## config.mk

```make
export PLATFORM = sky130hd
export DESIGN_NAME = sw_debounce_select
export DESIGN_NICKNAME = d
export VERILOG_FILES = /design/src/rtl/sw_debounce_select_pkg.sv /design/src/rtl/sw_debounce_select_debounce_ch.sv /design/src/rtl/sw_debounce_select.sv
export SDC_FILE = /design/constraint.sdc
export NUM_CORES = 1
export LEC_CHECK = 0
export CORE_ASPECT_RATIO = 0.7
export CORE_MARGIN = 4
export CORE_UTILIZATION = 50
export DETAILED_ROUTE_END_ITERATION = 7
export GPL_TIMING_DRIVEN = 0
export HOLD_SLACK_MARGIN = 0.1
export PLACE_DENSITY = 0.64
export SETUP_SLACK_MARGIN = 0.5
export SLEW_MARGIN = 5
export SYNTH_ARGS = -nofsm -noshare
export SYNTH_HDL_FRONTEND = slang
export SYNTH_SLANG_ARGS = --single-unit
```

## constraint.sdc

```tcl
create_clock -name clk -period 2.6 [get_ports clk]
set_input_delay 0.65 -clock clk [delete_from_list [all_inputs] [get_ports clk]]
set_output_delay 0.65 -clock clk [all_outputs]
set_load 0.05 [all_outputs]
```

## src/rtl/sw_debounce_select_pkg.sv

```systemverilog
// Shared definitions for the switch/button input conditioner:
// channel FSM encodings, default debounce window and select helpers.
package sw_debounce_select_pkg;

  localparam logic [1:0] ST_STABLE0 = 2'd0;
  localparam logic [1:0] ST_WAIT1   = 2'd1;
  localparam logic [1:0] ST_STABLE1 = 2'd2;
  localparam logic [1:0] ST_WAIT0   = 2'd3;

  // 10 ms at 50 MHz
  localparam int unsigned DEFAULT_DEBOUNCE_CYCLES = 500000;

  localparam int unsigned SEL_W     = 3;
  localparam logic [2:0]  SEL_RESET = 3'b001;

  function automatic logic is_onehot3(input logic [2:0] v);
    return (v == 3'b001) || (v == 3'b010) || (v == 3'b100);
  endfunction

endpackage

```

## src/rtl/sw_debounce_select_debounce_ch.sv

```systemverilog
// One debounced input channel: 2-FF synchroniser, stable/wait FSM with
// window counter, and registered level plus 1-cycle rise/fall pulses.
module debounce_ch
  import sw_debounce_select_pkg::*;
#(
  parameter int unsigned DEBOUNCE_CYCLES = DEFAULT_DEBOUNCE_CYCLES
) (
  input  logic clk,
  input  logic reset,
  input  logic raw,
  output logic clean,
  output logic rise,
  output logic fall
);

  localparam int unsigned      CNT_W    = $clog2(DEBOUNCE_CYCLES) + 1;
  localparam logic [CNT_W-1:0] CNT_LAST = CNT_W'(DEBOUNCE_CYCLES - 1);

  logic             s1;
  logic             s2;
  logic [1:0]       state;
  logic [1:0]       state_nxt;
  logic [CNT_W-1:0] cnt;
  logic [CNT_W-1:0] cnt_nxt;
  logic             clean_nxt;
  logic             rise_nxt;
  logic             fall_nxt;

  // State, counter, synchroniser and output registers
  always_ff @(posedge clk) begin
    if (!reset) begin
      s1    <= 1'b0;
      s2    <= 1'b0;
      state <= ST_STABLE0;
      cnt   <= '0;
      clean <= 1'b0;
      rise  <= 1'b0;
      fall  <= 1'b0;
    end else begin
      s1    <= raw;
      s2    <= s1;
      state <= state_nxt;
      cnt   <= cnt_nxt;
      clean <= clean_nxt;
      rise  <= rise_nxt;
      fall  <= fall_nxt;
    end
  end

  // A level is accepted only after a full uninterrupted window; any bounce restarts it
  always_comb begin
    state_nxt = state;
    cnt_nxt   = cnt;
    clean_nxt = clean;
    rise_nxt  = 1'b0;
    fall_nxt  = 1'b0;
    case (state)
      ST_STABLE0: begin
        if (s2) begin
          state_nxt = ST_WAIT1;
          cnt_nxt   = '0;
        end
      end
      ST_WAIT1: begin
        if (!s2) begin
          state_nxt = ST_STABLE0;
        end else if (cnt == CNT_LAST) begin
          state_nxt = ST_STABLE1;
          clean_nxt = 1'b1;
          rise_nxt  = 1'b1;
        end else begin
          cnt_nxt = cnt + CNT_W'(1);
        end
      end
      ST_STABLE1: begin
        if (!s2) begin
          state_nxt = ST_WAIT0;
          cnt_nxt   = '0;
        end
      end
      ST_WAIT0: begin
        if (s2) begin
          state_nxt = ST_STABLE1;
        end else if (cnt == CNT_LAST) begin
          state_nxt = ST_STABLE0;
          clean_nxt = 1'b0;
          fall_nxt  = 1'b1;
        end else begin
          cnt_nxt = cnt + CNT_W'(1);
        end
      end
      default: state_nxt = ST_STABLE0;
    endcase
  end

endmodule

```

## src/rtl/sw_debounce_select.sv

```systemverilog
// Board switch/button conditioner: N_IN debounced channels with edge pulses
// and a held one-hot speed select derived from channels [2:0].
module sw_debounce_select
  import sw_debounce_select_pkg::*;
#(
  parameter int unsigned N_IN            = 4,
  parameter int unsigned DEBOUNCE_CYCLES = DEFAULT_DEBOUNCE_CYCLES
) (
  input  logic             clk,
  input  logic             reset,
  input  logic [N_IN-1:0]  raw_in,
  output logic [N_IN-1:0]  clean,
  output logic [N_IN-1:0]  rise,
  output logic [N_IN-1:0]  fall,
  output logic [SEL_W-1:0] sel_onehot
);

  if (N_IN < 3) begin : g_bad_n_in
    $error("sw_debounce_select: N_IN must be >= 3");
  end
  if (DEBOUNCE_CYCLES < 1) begin : g_bad_window
    $error("sw_debounce_select: DEBOUNCE_CYCLES must be >= 1");
  end

  for (genvar i = 0; i < int'(N_IN); i++) begin : g_ch
    debounce_ch #(
      .DEBOUNCE_CYCLES(DEBOUNCE_CYCLES)
    ) u_ch (
      .clk  (clk),
      .reset(reset),
      .raw  (raw_in[i]),
      .clean(clean[i]),
      .rise (rise[i]),
      .fall (fall[i])
    );
  end

  // Ambiguous (none or several) selections keep the last valid speed
  always_ff @(posedge clk) begin
    if (!reset) begin
      sel_onehot <= SEL_RESET;
    end else if (is_onehot3(clean[2:0])) begin
      sel_onehot <= clean[2:0];
    end
  end

endmodule

```

==> summary.md <==
| Metric | Value |
|---|---|
| Status | `completed` |
| Reg2reg end | `g_ch[2].u_ch.cnt[19]` |
| #FFs+latches synth | `111` |
| Final hold vios | `0` |
| Final instance area | `6750 um2` |
| Reg2reg setup slack | `590 ps` |
| Cts hold-fix bufs | `0` |
| LEAKAGE | `2.28 nW` |
| Worst clock skew | `5.91 ps` |
| P per Cell Area | `487 nW/um2` |
| Synth Warn # | `0` |
| Tot Pwr | `3.29 mW` |
| Synth Area in XOR/XNOR | `0.0311` |
| Leading cell type in the layout, fill and taps excluded | `dfxtp_1` |
| Commonest cells after routing, fill and taps aside | `dfxtp_1 (107), nand2_1 (69), nor2_1 (65)` |
| Worst setup EP type | `flop` |
| Initial DRT Pass Iterations | `5` |
| Post-synth EDFFs | `0` |
| Max FO, Critical Path | `10` |
| Maxcap violations | `0` |
| PortBufs | `20` |
| Final net count | `761` |
| Reg2Reg Depth | `7` |
| Worst-Margin Slew | `762 ps` |
| Routability congestion estimate | `0.959` |
| Core area | `11300 um2` |
| Cell-internal power | `2.49 mW` |
| CTS sink count | `111` |
| Antenna diodes | `0` |
| Ys flop type | `dfxtp_1` |
| Async S/R FF share, synth | `0` |
| Post-DP HPWL | `10400 um` |
| Area grow syn2layout | `14.9%` |
| Post-Route Setup TNS | `0 ps` |
| Die X | `138 um` |
| Pin count of the biggest net entering global routing | `17` |
| NetSw | `801 uW` |
| CP startpoint kind | `flop` |
| Simple-gate share of the synthesized area | `0.309` |
| Row count | `32` |
| Combinational power share | `0.073` |
| First-pass GRT wire length | `24300 um` |
| Mapped Avg Cell Area | `8.25 um2` |
| Share of layout cells above drive strength 1 | `0.160` |
| Sw frac | `0.243` |
| Req. time, crit path | `2850 ps` |
| DR vias/cell | `6.01` |
| Worst Setup EP | `g_ch[2].u_ch.cnt[19]` |
| Final period util | `0.772` |
| Setup CP Type | `flop to flop` |
| Worst hold-check path type | `flop to flop` |
| Post-route setup slack | `594 ps` |
| Die area | `13600 um2` |
| Fin. max-slew vios | `0` |
| Tmin final | `2010 ps` |
| Compound-Gate Fraction of Synth Area | `0.173` |
| Critical Path Source | `g_ch[2].u_ch.cnt[5]` |
| Clock root cell | `clkbuf_16` |
| Clock Tree Buf Depth | `2` |
| Drt drc | `0` |
| Multiplexer area fraction after synthesis | `0.0388` |
| Number of global-route vias before repair | `4816` |
| Post-synthesis adder-cell area fraction | `0.00852` |
| Drt first-iter violations | `472` |
| Arrival @ worst endpoint | `2250 ps` |
| Clock Power Share | `0.400` |
| Final WL | `14900 um` |
| Reg power frac | `0.527` |
| CTS tree | `built` |
| Number of instances in the placed design | `885` |
| Fin cells | `908` |
| Worst slack, placed | `13.2 ps` |
| Largest family of logic cells by synthesized area | `simple AND/OR/NAND/NOR gates` |
| Die height | `98.7 um` |
| Fill count | `1036` |
| Worst R2R Start | `g_ch[2].u_ch.cnt[5]` |
| Relative slew margins | `0.489` |
| Starting Density | `0.522` |
| Post-synth cell types | `71` |
| Maximum clock rate | `498 MHz` |
| Worst-path clk slew | `70 ps` |
| Sequential fraction of the synthesis area | `0.378` |
| Detail Route Antenna Nets | `0` |
| Unrepaired setup endpoints after global routing | `yes` |
| Fin util | `0.600` |
| Synthesized instance count | `712` |
| Htree depth | `3` |
| Top-Level Pins | `21` |
| Mapped Area | `5880 um2` |
| # setup viols final | `0` |
| VDD IR max | `309 uV` |
| Routed WL per cell | `16.4 um` |
| Tot GR Track Use | `0.221` |
| Syn Nets | `722` |
| CTS buffer count | `9` |
| Grt ovf | `0` |
| Vias post-DR | `5458` |
| Clock latency on the worst-skew pair | `350 ps` |
| Hold_ws | `432 ps` |
| Antenna violations before repair | `0` |
| Dpl cell area | `6270 um2` |
==> cells by family (layout without fill, tap and decap cells) <==
family / count (synthesis) / in the layout
DFF: 111 / 111
xor gates and xnor gates: 20 / 20
muxes: 21 / 21
AOI/OAI and AO/OA: 149 / 149
buffers and inverters: 74 / 117
and+or+nand+nor: 333 / 333
adders and majority gates: 4 / 4
==> per-layer routing <==
layer,track usage,share of wire
met1,0.328,0.48
met2,0.324,0.44
met3,0.0449,0.066
met4,0.0567,0.0099
met5,0,0
==> registers in the layout, summed over array words and instances (netlist names), named ones only <==
register / cells
g_ch.u_ch.clean: 4
g_ch.u_ch.cnt: 80
g_ch.u_ch.fall: 4
g_ch.u_ch.rise: 4
g_ch.u_ch.s1: 4
g_ch.u_ch.s2: 4
g_ch.u_ch.state: 4
sel_onehot: 3
==> worst min path at each step <==
stage	start	to	slack, ps	depth (start not counted)
finish	g_ch[2].u_ch.s1	g_ch[2].u_ch.s2	430	1
global placement	g_ch[2].u_ch.s1	g_ch[2].u_ch.s2	420	1
CTS	g_ch[2].u_ch.s1	g_ch[2].u_ch.s2	430	1
detailed placement	g_ch[2].u_ch.s1	g_ch[2].u_ch.s2	420	1
global route	g_ch[1].u_ch.s1	g_ch[1].u_ch.s2	470	1
floorplan	g_ch[0].u_ch.s1	g_ch[0].u_ch.s2	410	1
==> critical path, cell delays in order, from the launching register on <==
cell and delay (ps):
dfxtp_1 340, buf_2 200, and3_1 170, clkbuf_1 220, nand3_1 240, o41ai_2 360
a2111oi_0 160, a31o_2 230
==> area by class of cell <==
class                           instances  area [um2]  area share
Sequential cell                       111        2230       0.331
Timing Repair Buffer                   28         238      0.0352
Buffer                                 57         324      0.0480
Clock buffer                           12         256      0.0380
Tap cell                              153         191      0.0283
Multi-Input combinational cell        527        3430       0.507
Clock inverter                          3        18.8     0.00278
Inverter                               17        63.8     0.00945
==> synthesized netlist by cell type (all sizes together), types with 7 or more instances <==
cell type | number | area share
nand2 | 71 | 0.046
mux2i | 7 | 0.012
nor4 | 24 | 0.032
clkbuf | 27 | 0.017
inv | 17 | 0.011
nor3 | 28 | 0.024
nor2 | 66 | 0.043
a22oi | 15 | 0.019
nand4 | 26 | 0.031
o211ai | 7 | 0.011
and3 | 8 | 0.0085
and4 | 7 | 0.010
buf | 30 | 0.033
a31oi | 11 | 0.012
a21oi | 35 | 0.030
and2 | 12 | 0.013
or3 | 12 | 0.014
nand3 | 46 | 0.039
dfxtp | 111 | 0.38
o21ai | 32 | 0.029
xnor2 | 11 | 0.016
or4 | 8 | 0.010
mux2 | 14 | 0.027
xor2 | 9 | 0.015
o21a | 7 | 0.0089
==> timing repair <==
| action | CTS | global route |
|---|---|---|
| resized for setup | 29 | 35 |
| pin swaps | 1 | 4 |
| setup buffers | 0 | 8 |
| gates cloned | 0 | 0 |
| endpoints found under the setup margin | 72 | 72 |
==> power groups by stage <==
stage / Combinational (mW) / Sequential [mW] / Clock, mW
floorplan: 0.143 / 1.79 / 0
CTS: 0.235 / 1.74 / 1.34
detailed placement: 0.240 / 1.78 / 0
global route: 0.260 / 1.74 / 1.42
global placement: 0.238 / 1.78 / 0
finish: 0.240 / 1.73 / 1.31
No activity file was read; power rests on OpenSTA's default activity.
